--- src/rtl/sipo_buffer_if.sv ---
// sipo_buffer_if: bus bundle for the serial-in parallel-out collector.
//   din/we    : serial word and write enable (master -> collector)
//   clear     : synchronous flush (master -> collector)
//   re        : consume the presented vector (master -> collector)
//   full      : no free slot, writes dropped (collector -> master)
//   dout/valid: assembled vector, zero while valid=0 (collector -> master)
//   count     : words held in the fill bank, 0..DEPTH (collector -> master)
interface sipo_buffer_if #(
  parameter int unsigned WIDTH = 8,
  parameter int unsigned DEPTH = 16
);
  localparam int unsigned CntW = $clog2(DEPTH + 1);

  logic [WIDTH-1:0]       din;
  logic                   we;
  logic                   full;
  logic                   clear;
  logic [WIDTH*DEPTH-1:0] dout;
  logic                   valid;
  logic                   re;
  logic [CntW-1:0]        count;

  modport master (
    output din, we, clear, re,
    input  full, dout, valid, count
  );

  modport slave (
    input  din, we, clear, re,
    output full, dout, valid, count
  );
endinterface

--- src/rtl/sipo_buffer.sv ---
// sipo_buffer: collects DEPTH serial WIDTH-bit words into one WIDTH*DEPTH-bit vector.
// The first accepted word lands in the MSB slice of dout.
//   clk    : rising-edge clock
//   arst_n : asynchronous active-low reset
//   bus    : sipo_buffer_if.slave (din, we, clear, re in; full, dout, valid, count out)
// Optional feature: define SIPO_PINGPONG_EN for a second (output) bank so filling
// continues while a completed vector waits to be consumed. Default is a single bank
// where full equals valid.
module sipo_buffer #(
  parameter int unsigned WIDTH = 8,
  parameter int unsigned DEPTH = 16
) (
  input logic          clk,
  input logic          arst_n,
  sipo_buffer_if.slave bus
);
  localparam int unsigned     CntW    = $clog2(DEPTH + 1);
  localparam int unsigned     IdxW    = $clog2(DEPTH);
  localparam int unsigned     VecW    = WIDTH * DEPTH;
  localparam logic [CntW-1:0] LastIdx = CntW'(DEPTH - 1);

  typedef enum logic {StFilling, StDone} fill_st_e;

  fill_st_e        st_q, st_d;
  logic [CntW-1:0] count_q, count_d;
  logic [VecW-1:0] fill_q, fill_d;
  logic [VecW-1:0] fill_wr;
  logic [IdxW-1:0] slot;
  logic            wr_acc;
  logic            last_wr;

  // count never exceeds DEPTH-1 while filling, so the low bits address the slot.
  assign slot    = count_q[IdxW-1:0];
  assign wr_acc  = bus.we && (st_q == StFilling);
  assign last_wr = wr_acc && (count_q == LastIdx);

  // Fill bank as it looks once din is written into the current slot.
  always_comb begin
    fill_wr = fill_q;
    for (int unsigned k = 0; k < DEPTH; k++) begin
      if (slot == IdxW'(k)) fill_wr[VecW-1-WIDTH*k -: WIDTH] = bus.din;
    end
  end

  always_ff @(posedge clk or negedge arst_n) begin
    if (!arst_n) begin
      st_q    <= StFilling;
      count_q <= '0;
      fill_q  <= '0;
    end else begin
      st_q    <= st_d;
      count_q <= count_d;
      fill_q  <= fill_d;
    end
  end

  assign bus.full  = (st_q == StDone);
  assign bus.count = count_q;

`ifndef SIPO_PINGPONG_EN
  logic re_eff;

  assign re_eff = bus.re && (st_q == StDone);

  // Release takes priority over a same-cycle write, so that write is dropped.
  always_comb begin
    st_d    = st_q;
    count_d = count_q;
    fill_d  = fill_q;
    if (bus.clear) begin
      st_d    = StFilling;
      count_d = '0;
      fill_d  = '0;
    end else if (re_eff) begin
      st_d    = StFilling;
      count_d = '0;
    end else if (wr_acc) begin
      fill_d  = fill_wr;
      count_d = count_q + CntW'(1);
      if (last_wr) st_d = StDone;
    end
  end

  assign bus.valid = (st_q == StDone);
  assign bus.dout  = bus.valid ? fill_q : '0;
`else
  logic            valid_q, valid_d;
  logic [VecW-1:0] out_q, out_d;
  logic            re_eff;
  logic            out_free;

  assign re_eff   = bus.re && valid_q;
  assign out_free = !valid_q || re_eff;

  always_comb begin
    st_d    = st_q;
    count_d = count_q;
    fill_d  = fill_q;
    valid_d = valid_q;
    out_d   = out_q;
    if (bus.clear) begin
      st_d    = StFilling;
      count_d = '0;
      fill_d  = '0;
      valid_d = 1'b0;
      out_d   = '0;
    end else if (st_q == StDone) begin
      // Completed fill bank waits for the output bank; swap on release.
      if (re_eff) begin
        out_d   = fill_q;
        valid_d = 1'b1;
        st_d    = StFilling;
        count_d = '0;
      end
    end else begin
      if (re_eff) valid_d = 1'b0;
      if (wr_acc) begin
        fill_d  = fill_wr;
        count_d = count_q + CntW'(1);
        if (last_wr) begin
          if (out_free) begin
            // Swap straight away: fill restarts next cycle with no bubble.
            out_d   = fill_wr;
            valid_d = 1'b1;
            count_d = '0;
          end else begin
            st_d = StDone;
          end
        end
      end
    end
  end

  always_ff @(posedge clk or negedge arst_n) begin
    if (!arst_n) begin
      valid_q <= 1'b0;
      out_q   <= '0;
    end else begin
      valid_q <= valid_d;
      out_q   <= out_d;
    end
  end

  assign bus.valid = valid_q;
  assign bus.dout  = valid_q ? out_q : '0;
`endif
endmodule

--- src/flat_wrapper.sv ---
// flat-port wrapper written by rule: the top's interface ports become plain ports
module sipo_buffer_flat 
#(
  parameter int unsigned WIDTH = 8,
  parameter int unsigned DEPTH = 16
)
  (clk, arst_n, bus_din, bus_we, bus_clear, bus_re, bus_full, bus_dout, bus_valid, bus_count);
  sipo_buffer_if #(.WIDTH(WIDTH), .DEPTH(DEPTH)) bus_i ();
  input logic clk;
  input logic arst_n;
  input wire logic [$bits(bus_i.din)-1:0] bus_din;
  input wire logic [$bits(bus_i.we)-1:0] bus_we;
  input wire logic [$bits(bus_i.clear)-1:0] bus_clear;
  input wire logic [$bits(bus_i.re)-1:0] bus_re;
  output wire logic [$bits(bus_i.full)-1:0] bus_full;
  output wire logic [$bits(bus_i.dout)-1:0] bus_dout;
  output wire logic [$bits(bus_i.valid)-1:0] bus_valid;
  output wire logic [$bits(bus_i.count)-1:0] bus_count;
  assign bus_i.din = bus_din;
  assign bus_i.we = bus_we;
  assign bus_i.clear = bus_clear;
  assign bus_i.re = bus_re;
  assign bus_full = bus_i.full;
  assign bus_dout = bus_i.dout;
  assign bus_valid = bus_i.valid;
  assign bus_count = bus_i.count;
  sipo_buffer #(.WIDTH(WIDTH), .DEPTH(DEPTH)) u_core (.clk(clk), .arst_n(arst_n), .bus(bus_i));
endmodule
--- config.mk ---
export PLATFORM = sky130hd
export DESIGN_NAME = sipo_buffer_flat
export DESIGN_NICKNAME = d
export VERILOG_FILES = /design/src/rtl/sipo_buffer_if.sv /design/src/rtl/sipo_buffer.sv /design/src/flat_wrapper.sv
export SDC_FILE = /design/constraint.sdc
export NUM_CORES = 1
export LEC_CHECK = 0
export ABC_AREA = 0
export BUFFER_PORTS_ARGS = -buffer_cell sky130_fd_sc_hd__buf_4
export CAP_MARGIN = 20
export CELL_PAD_IN_SITES_DETAIL_PLACEMENT = 0
export CELL_PAD_IN_SITES_GLOBAL_PLACEMENT = 1
export CORE_UTILIZATION = 42
export CTS_CLUSTER_SIZE = 20
export DETAILED_ROUTE_END_ITERATION = 12
export PLACE_DENSITY_LB_ADDON = 0.1
export SLEW_MARGIN = 10
export SYNTH_ARGS = -nofsm -noshare
export SYNTH_HDL_FRONTEND = slang
export SYNTH_SLANG_ARGS = --single-unit
--- constraint.sdc ---
create_clock -name clk -period 1.95 [get_ports clk]
set_clock_uncertainty 0.2 [all_clocks]
set_input_delay 0.195 -clock clk [delete_from_list [all_inputs] [get_ports clk]]
set_output_delay 0.195 -clock clk [all_outputs]
set_load 0.02 [all_outputs]
==> run metrics, run 1 <==
unrepaired setup endpoints after global routing=true; WL met2=8412 um; largest net degree at the start of global routing=between 40 and 50; register bit total from synthesis=between 100 and 150; Rel. slew slack=approximately two thirds; Yosys warnings=0; Starting Density=a little over two fifths; IO buf count=147; Sink Count=134; sw frac=21.02%; Clock Power Share=around 54%; Non-Filler Instances=1009; final core utilization=around 57%; Total GRT Usage=a little over a fifth; status=finished clean; worst min-delay path class=input pin to flip-flop; Synth cell types=31; total core area=around 16000 um2; Worst Path Arrival=approximately 1500 ps; initial antenna violation count=0; DRT Pass-1 Iters=4; Final Cycle Share=between 90% and 100%; WHS=between 50 and 60 ps; Crit path required time=1550 ps; Final GP Congestion=about 0.74; Syn Std Cell Area=~7000 um2; drt total wl=about 18000 um; Reg power frac=between 40% and 50%; combinational power share=between 5 and 6%; leak pwr=approximately 0.0051 uW; Pwr per Cell Area=approximately 770 nW/um2; Int Pwr=between 5000 and 6000 uW; Die X=around 130 um; crit path max fanout=36; DR top layer=met4; residual DRC count=0; part of the Yosys area used for sequential elements=roughly 48%; WL met3=roughly 730 um; Fin. Hold Viols=0; crit path kind=flip-flop to output port; Worst-path clk slew=60 ps; Startpoint Class=flip-flop; WL/cell=17.75 um; ant diodes=0; CTS HTree Levels=4; area of the die=between 15000 and 20000 um2; Clock Latency Late Sink=410 ps; most common cell after layout, fill and taps aside=buf_4; CTS tree=yes; minimum clock period=roughly 1900 ps; final number of max-transition violations=0; buffer depth of the longest clock path=2; share of layout cells above drive strength 1=between 20% and 30%; via count=~5000; final net count=~800; vias in the first global route=about 5000; detailed router's first-iteration violation count=around 200; most frequent cells in the layout=buf_4 (167), nand2b_1 (137), dfrtp_1 (132); Peak VDD IR=between 600 and 700 uV; Post-Synthesis Cells=around 640; Die Y=between 100 and 150 um; dpl hpwl=11840 um; Area Growth Syn to Fin=31.16%; root buf cell=clkbuf_16; Worst Tran Pin Value=about 520 ps; Setup TNS Final=0 ps; Max Cap Viol=0; Sw Pwr=1470 uW; Routed Antenna Nets=0; Vias/cell=4.907; first-pass GRT wire length=about 28000 um; achievable frequency=520.3 MHz; remaining global-route overflow=0; number of setup buffers added after CTS=0; Placed Instances=slightly below 1000; final number of setup-violating endpoints=0; met1 WL=about 8400 um; Synth Net Count=approximately 660; # rows=between 40 and 50; CP endpoint kind=output port; I/O pin count=roughly 150; cts bufs inserted=17; Avg Inst Size Synth=around 11 um2
==> cell usage after synthesis <==
library cell  count  area (um2)
buf_6             2       22.52
dfrtp_1         134        3353
nor4_2            1       12.51
and2_1          129       807.0
and2b_1           1       7.510
ha_1              5       62.56
nand2_2           5       31.28
nand4_1           1       6.260
nor3b_1           1       7.510
nand2b_1        137       857.1
and3_1            1       6.260
and4b_1           1       10.01
o22a_1            2       17.52
nor4b_4           1       23.77
buf_4             2       15.01
inv_1             3       11.26
nand4_2           5       62.56
nor2_1            4       15.01
and4bb_1          1       12.51
xnor2_1           1       8.760
or4_1             2       15.01
or3b_1            1       8.760
buf_2             5       25.02
nand3_1           2       10.01
a21oi_1           3       15.01
nand3b_1          2       15.01
or4bb_1           1       11.26
nand2_1           7       26.28
clkbuf_1         46       172.7
nor2_2            1       6.260
mux2i_1         131        1311
==> worst max-delay path, stage by stage (launching register included) <==
cell	delay [ps]
dfrtp_4	570
buf_8	200
and2_1	170
buf_4	160
==> registers in the layout, indices dropped and copies added, names as in the netlist <==
register and flops:
u_core.bus.count 5, u_core.bus.full 1, u_core.fill_q 128
==> path summary, 6_finish.rpt <==
check,cells past startpoint,end,slack (ps),from
max,3,bus_dout[7],30,u_core.bus.full
max in group asynchronous,3,u_core.fill_q[32],870,arst_n
max reg2reg,3,u_core.fill_q[38],60,u_core.bus.full
min reg2reg,2,u_core.fill_q[77],340,u_core.fill_q[77]
min in group asynchronous,2,u_core.fill_q[92],60,arst_n
min,4,u_core.fill_q[87],50,bus_din[7]
==> layout make-up <==
class,count,area (um2)
Tap cell,216,270.3
Multi-Input combinational cell,446,3393
Clock buffer,18,439.2
Inverter,3,11.26
Sequential cell,134,3358
Fill cell,1432,6920
Timing Repair Buffer,178,1411
Clock inverter,14,254.0
==> timing repair <==
action / in CTS / in global routing
hold endpoints to repair: 140 / 0
resized for setup: 5 / 13
hold buffers: 4 / 0
cloned: 0 / 0
setup endpoints to repair: 97 / 84
==> per-layer routing <==
| layer | track usage [%] | vias up |
|---|---|---|
| met5 | 0 | - |
| met4 | 8.249 | 0 |
| met3 | 4.764 | 24 |
| met2 | 34.61 | 129 |
| met1 | 29.76 | 2453 |
| li1 | - | 2345 |
==> through the flow <==
stage | worst slack, ps | area (um2) | power [uW]
detailed placement | 42.06 | 8341 | 3297
floorplan | 22.10 | 6967 | 3093
global route | -47.12 | 9138 | 7223
CTS | -2.471 | 9092 | 7066
finish | 27.86 | 9138 | 6995
global placement | 86.01 | 8341 | 3289
==> power by group through the flow <==
| stage | clock network, uW | logic (uW) | registers [uW] |
|---|---|---|---|
| after global placement | 0 | 405 | 2880 |
| after CTS | 3810 | 422 | 2830 |
| after detailed placement | 0 | 414 | 2880 |
| final | 3740 | 415 | 2840 |
| after global routing | 3930 | 451 | 2840 |
| after floorplan | 0 | 207 | 2890 |
==> logic make-up after synthesis <==
family,synth area share (%)
simple gates,28.02
mux,18.82
compound gates,0.4669
xor+xnor,0.1257
buf+inv,3.538
fa+ha+maj,0.8980
flops,48.13
No activity file was read; power rests on OpenSTA's default activity.
==> inputs of run 2 (changes only) <==
- REMOVE_ABC_BUFFERS: default -> 1
==> run 2 against run 1 <==
- cell area hardly changed
- die area did not move
- worst setup slack worse by 28 ps
- fmax fell by 1.4%
- sequential power about the same
- critical path type unchanged
- largest power group unchanged
- cell count up 0.40%
- the run now ends with setup timing left
==> run metrics, run 2 (same netlist as run 1, synthesis figures left out) <==
R2R Path End=u_core.fill_q[122]; most frequent cells in the layout=buf_4 (166), nand2b_1 (137), dfrtp_1 (133); largest reg by FF count=u_core.fill_q; cts bufs inserted=17 (unchanged); leak pwr=0.005076 uW (+0.31%); ant diodes=0 (unchanged); share of layout cells above drive strength 1=29.49% (+0.73 points); final number of setup-violating endpoints=1 (+1); remaining global-route overflow=0 (unchanged); area of the die=17110 um2 (unchanged); residual DRC count=0 (unchanged); Final GP Congestion=0.7740 (+4.6%); # rows=46 (unchanged); I/O pin count=148 (unchanged); achievable frequency=512.8 MHz (-1.4%); Rel. slew slack=61.76% (-3.3 points); status=complete, but fails checks; Vias/cell=4.850 (-1.2%); Fin. Hold Viols=0 (unchanged); Die Y=130.8 um (unchanged); Starting Density=43.38% (unchanged); max reg flops=128 (unchanged); Critical Path End=bus_dout[32]; FF+latch area=3357 um2 (about the same); Routed Antenna Nets=0 (unchanged); R2R Setup Slk=10 ps (-50 ps); most common cell after layout, fill and taps aside=buf_4; fillers=1404 (-2.0%); Worst-path clk slew=60 ps (about the same); Cell Area, Placed=8431 um2 (+1.1%); Sink Count=134 (unchanged); reg2reg path depth=4 (+1); first-pass GRT wire length=27880 um (+0.82%); buffer depth of the longest clock path=2 (unchanged); drt total wl=17620 um (-1.6%); Startpoint Class=flip-flop; Finished Cell Area=9145 um2 (about the same); DRT Pass-1 Iters=4 (unchanged); Max Cap Viol=0 (unchanged); unrepaired setup endpoints after global routing=true; CTS tree=yes; Area Growth Syn to Fin=31.27% (about the same); crit path max fanout=50 (+39%); WL/cell=17.39 um (-2.0%); via count=4913 (-0.77%); Worst Tran Pin Value=573.7 ps (+50.06 ps); CTS HTree Levels=4 (unchanged); final net count=802 (+0.50%); RR Startpoint=u_core.bus.full; worst min-delay path class=input pin to async pin; final setup margin=-0.1900 ps (-28.05 ps); Clock Latency Late Sink=410 ps (about the same); final number of max-transition violations=0 (unchanged); Worst Path Arrival=1560 ps (+30 ps); CP endpoint kind=output port; Die X=130.8 um (unchanged); initial antenna violation count=0 (unchanged); vias in the first global route=5027 (+1.5%); Final Cycle Share=100.0% (+1.4 points); area of the multi-input gates=3411 um2 (+0.52%); Crit path required time=1550 ps (about the same); minimum clock period=1950 ps (+28.05 ps); IO buf count=147 (unchanged); failing checks=setup timing; Worst Setup SP=u_core.bus.full; Pwr per Cell Area=700.2 nW/um2 (-8.5%); largest net degree at the start of global routing=65 (+48%); Setup TNS Final=-0.1900 ps (-0.1900 ps); root buf cell=clkbuf_16; total core area=16060 um2 (unchanged); Peak VDD IR=565.5 uV (-18%); detailed router's first-iteration violation count=216 (+10%); crit path kind=flip-flop to output port; dpl hpwl=11410 um (-3.6%); Total GRT Usage=21.97% (about the same)
[run 2: changes by cell type in the layout (fill, tap and decap cells not counted), moves of 2 or more]
cell and change:
and2_1 -6, bufinv_16 -5, and2_4 +6, clkbuf_8 +2
clkbuf_1 +3, buf_12 +7
[run 2: per-stage QoR]
step / utilization [%] / total power (uW) / hold slack [ps] / setup WS (ps) / cells
3_5_place_dp: 52.50 / 3318 / -95.59 / 29.37 / 975
2_1_floorplan: - / 3053 / -300.6 / -1260 / 583
3_3_place_gp: 52.50 / 3308 / -96.74 / 73.94 / 975
4_1_cts: 56.77 / 6488 / 37.95 / -10.93 / 1013
5_1_grt: 56.95 / 6636 / 61.26 / -70.99 / 1013
6_report: 56.95 / 6404 / 52.77 / -0.1900 / 1013
[run 2: cell type report]
cell class / count / share of cell area [%]
clock inverter: 9 / 1.095
tap: 216 / 2.955
timing repair buffer: 182 / 16.60
clock buffer: 23 / 5.226
multi-input combinational: 446 / 37.30
sequential: 134 / 36.71
inverter: 3 / 0.1231
[run 2: worst max-delay path, stage by stage (launching register included)]
cell,delay [ps]
dfrtp_4,570
buf_12,200
and2_1,180
buf_4,160
[run 2: how the worst min path moves through the flow]
| stage | from | endpoint | slack, ps |
|---|---|---|---|
| after CTS | arst_n | u_core.fill_q[26] | 40 |
| after detailed placement | arst_n | u_core.fill_q[73] | -100 |
| final | arst_n | u_core.fill_q[89] | 50 |
| after global placement | arst_n | u_core.fill_q[91] | -100 |
| after global routing | arst_n | u_core.fill_q[26] | 60 |
| after floorplan | arst_n | u_core.bus.count[0] | -300 |
[run 2: layer usage]
metal  up-vias  global-route usage [%]  routed length [um]
met1      2424                   29.45                8198
met3        10                   4.031                 628
met4         0                   6.626                 125
met5         -                       0                   0
li1       2356                       -                   -
met2       123                   36.23                8664
[run 2: repair_timing]
action / in CTS / in global routing
pin swaps: 0 / 0
hold buffers: 4 / 0
setup endpoints to repair: 128 / 147
endpoints found under the hold margin: 141 / 0
resized for setup: 15 / 9
buffers inserted: 2 / 0
[run 2: where the power goes]
part / switching, uW / leakage (uW) / internal [uW]
Sequential: 17.4 / 0.00186 / 2810
Combinational: 256 / 0.00293 / 181
Clock: 1160 / 0.000283 / 1970
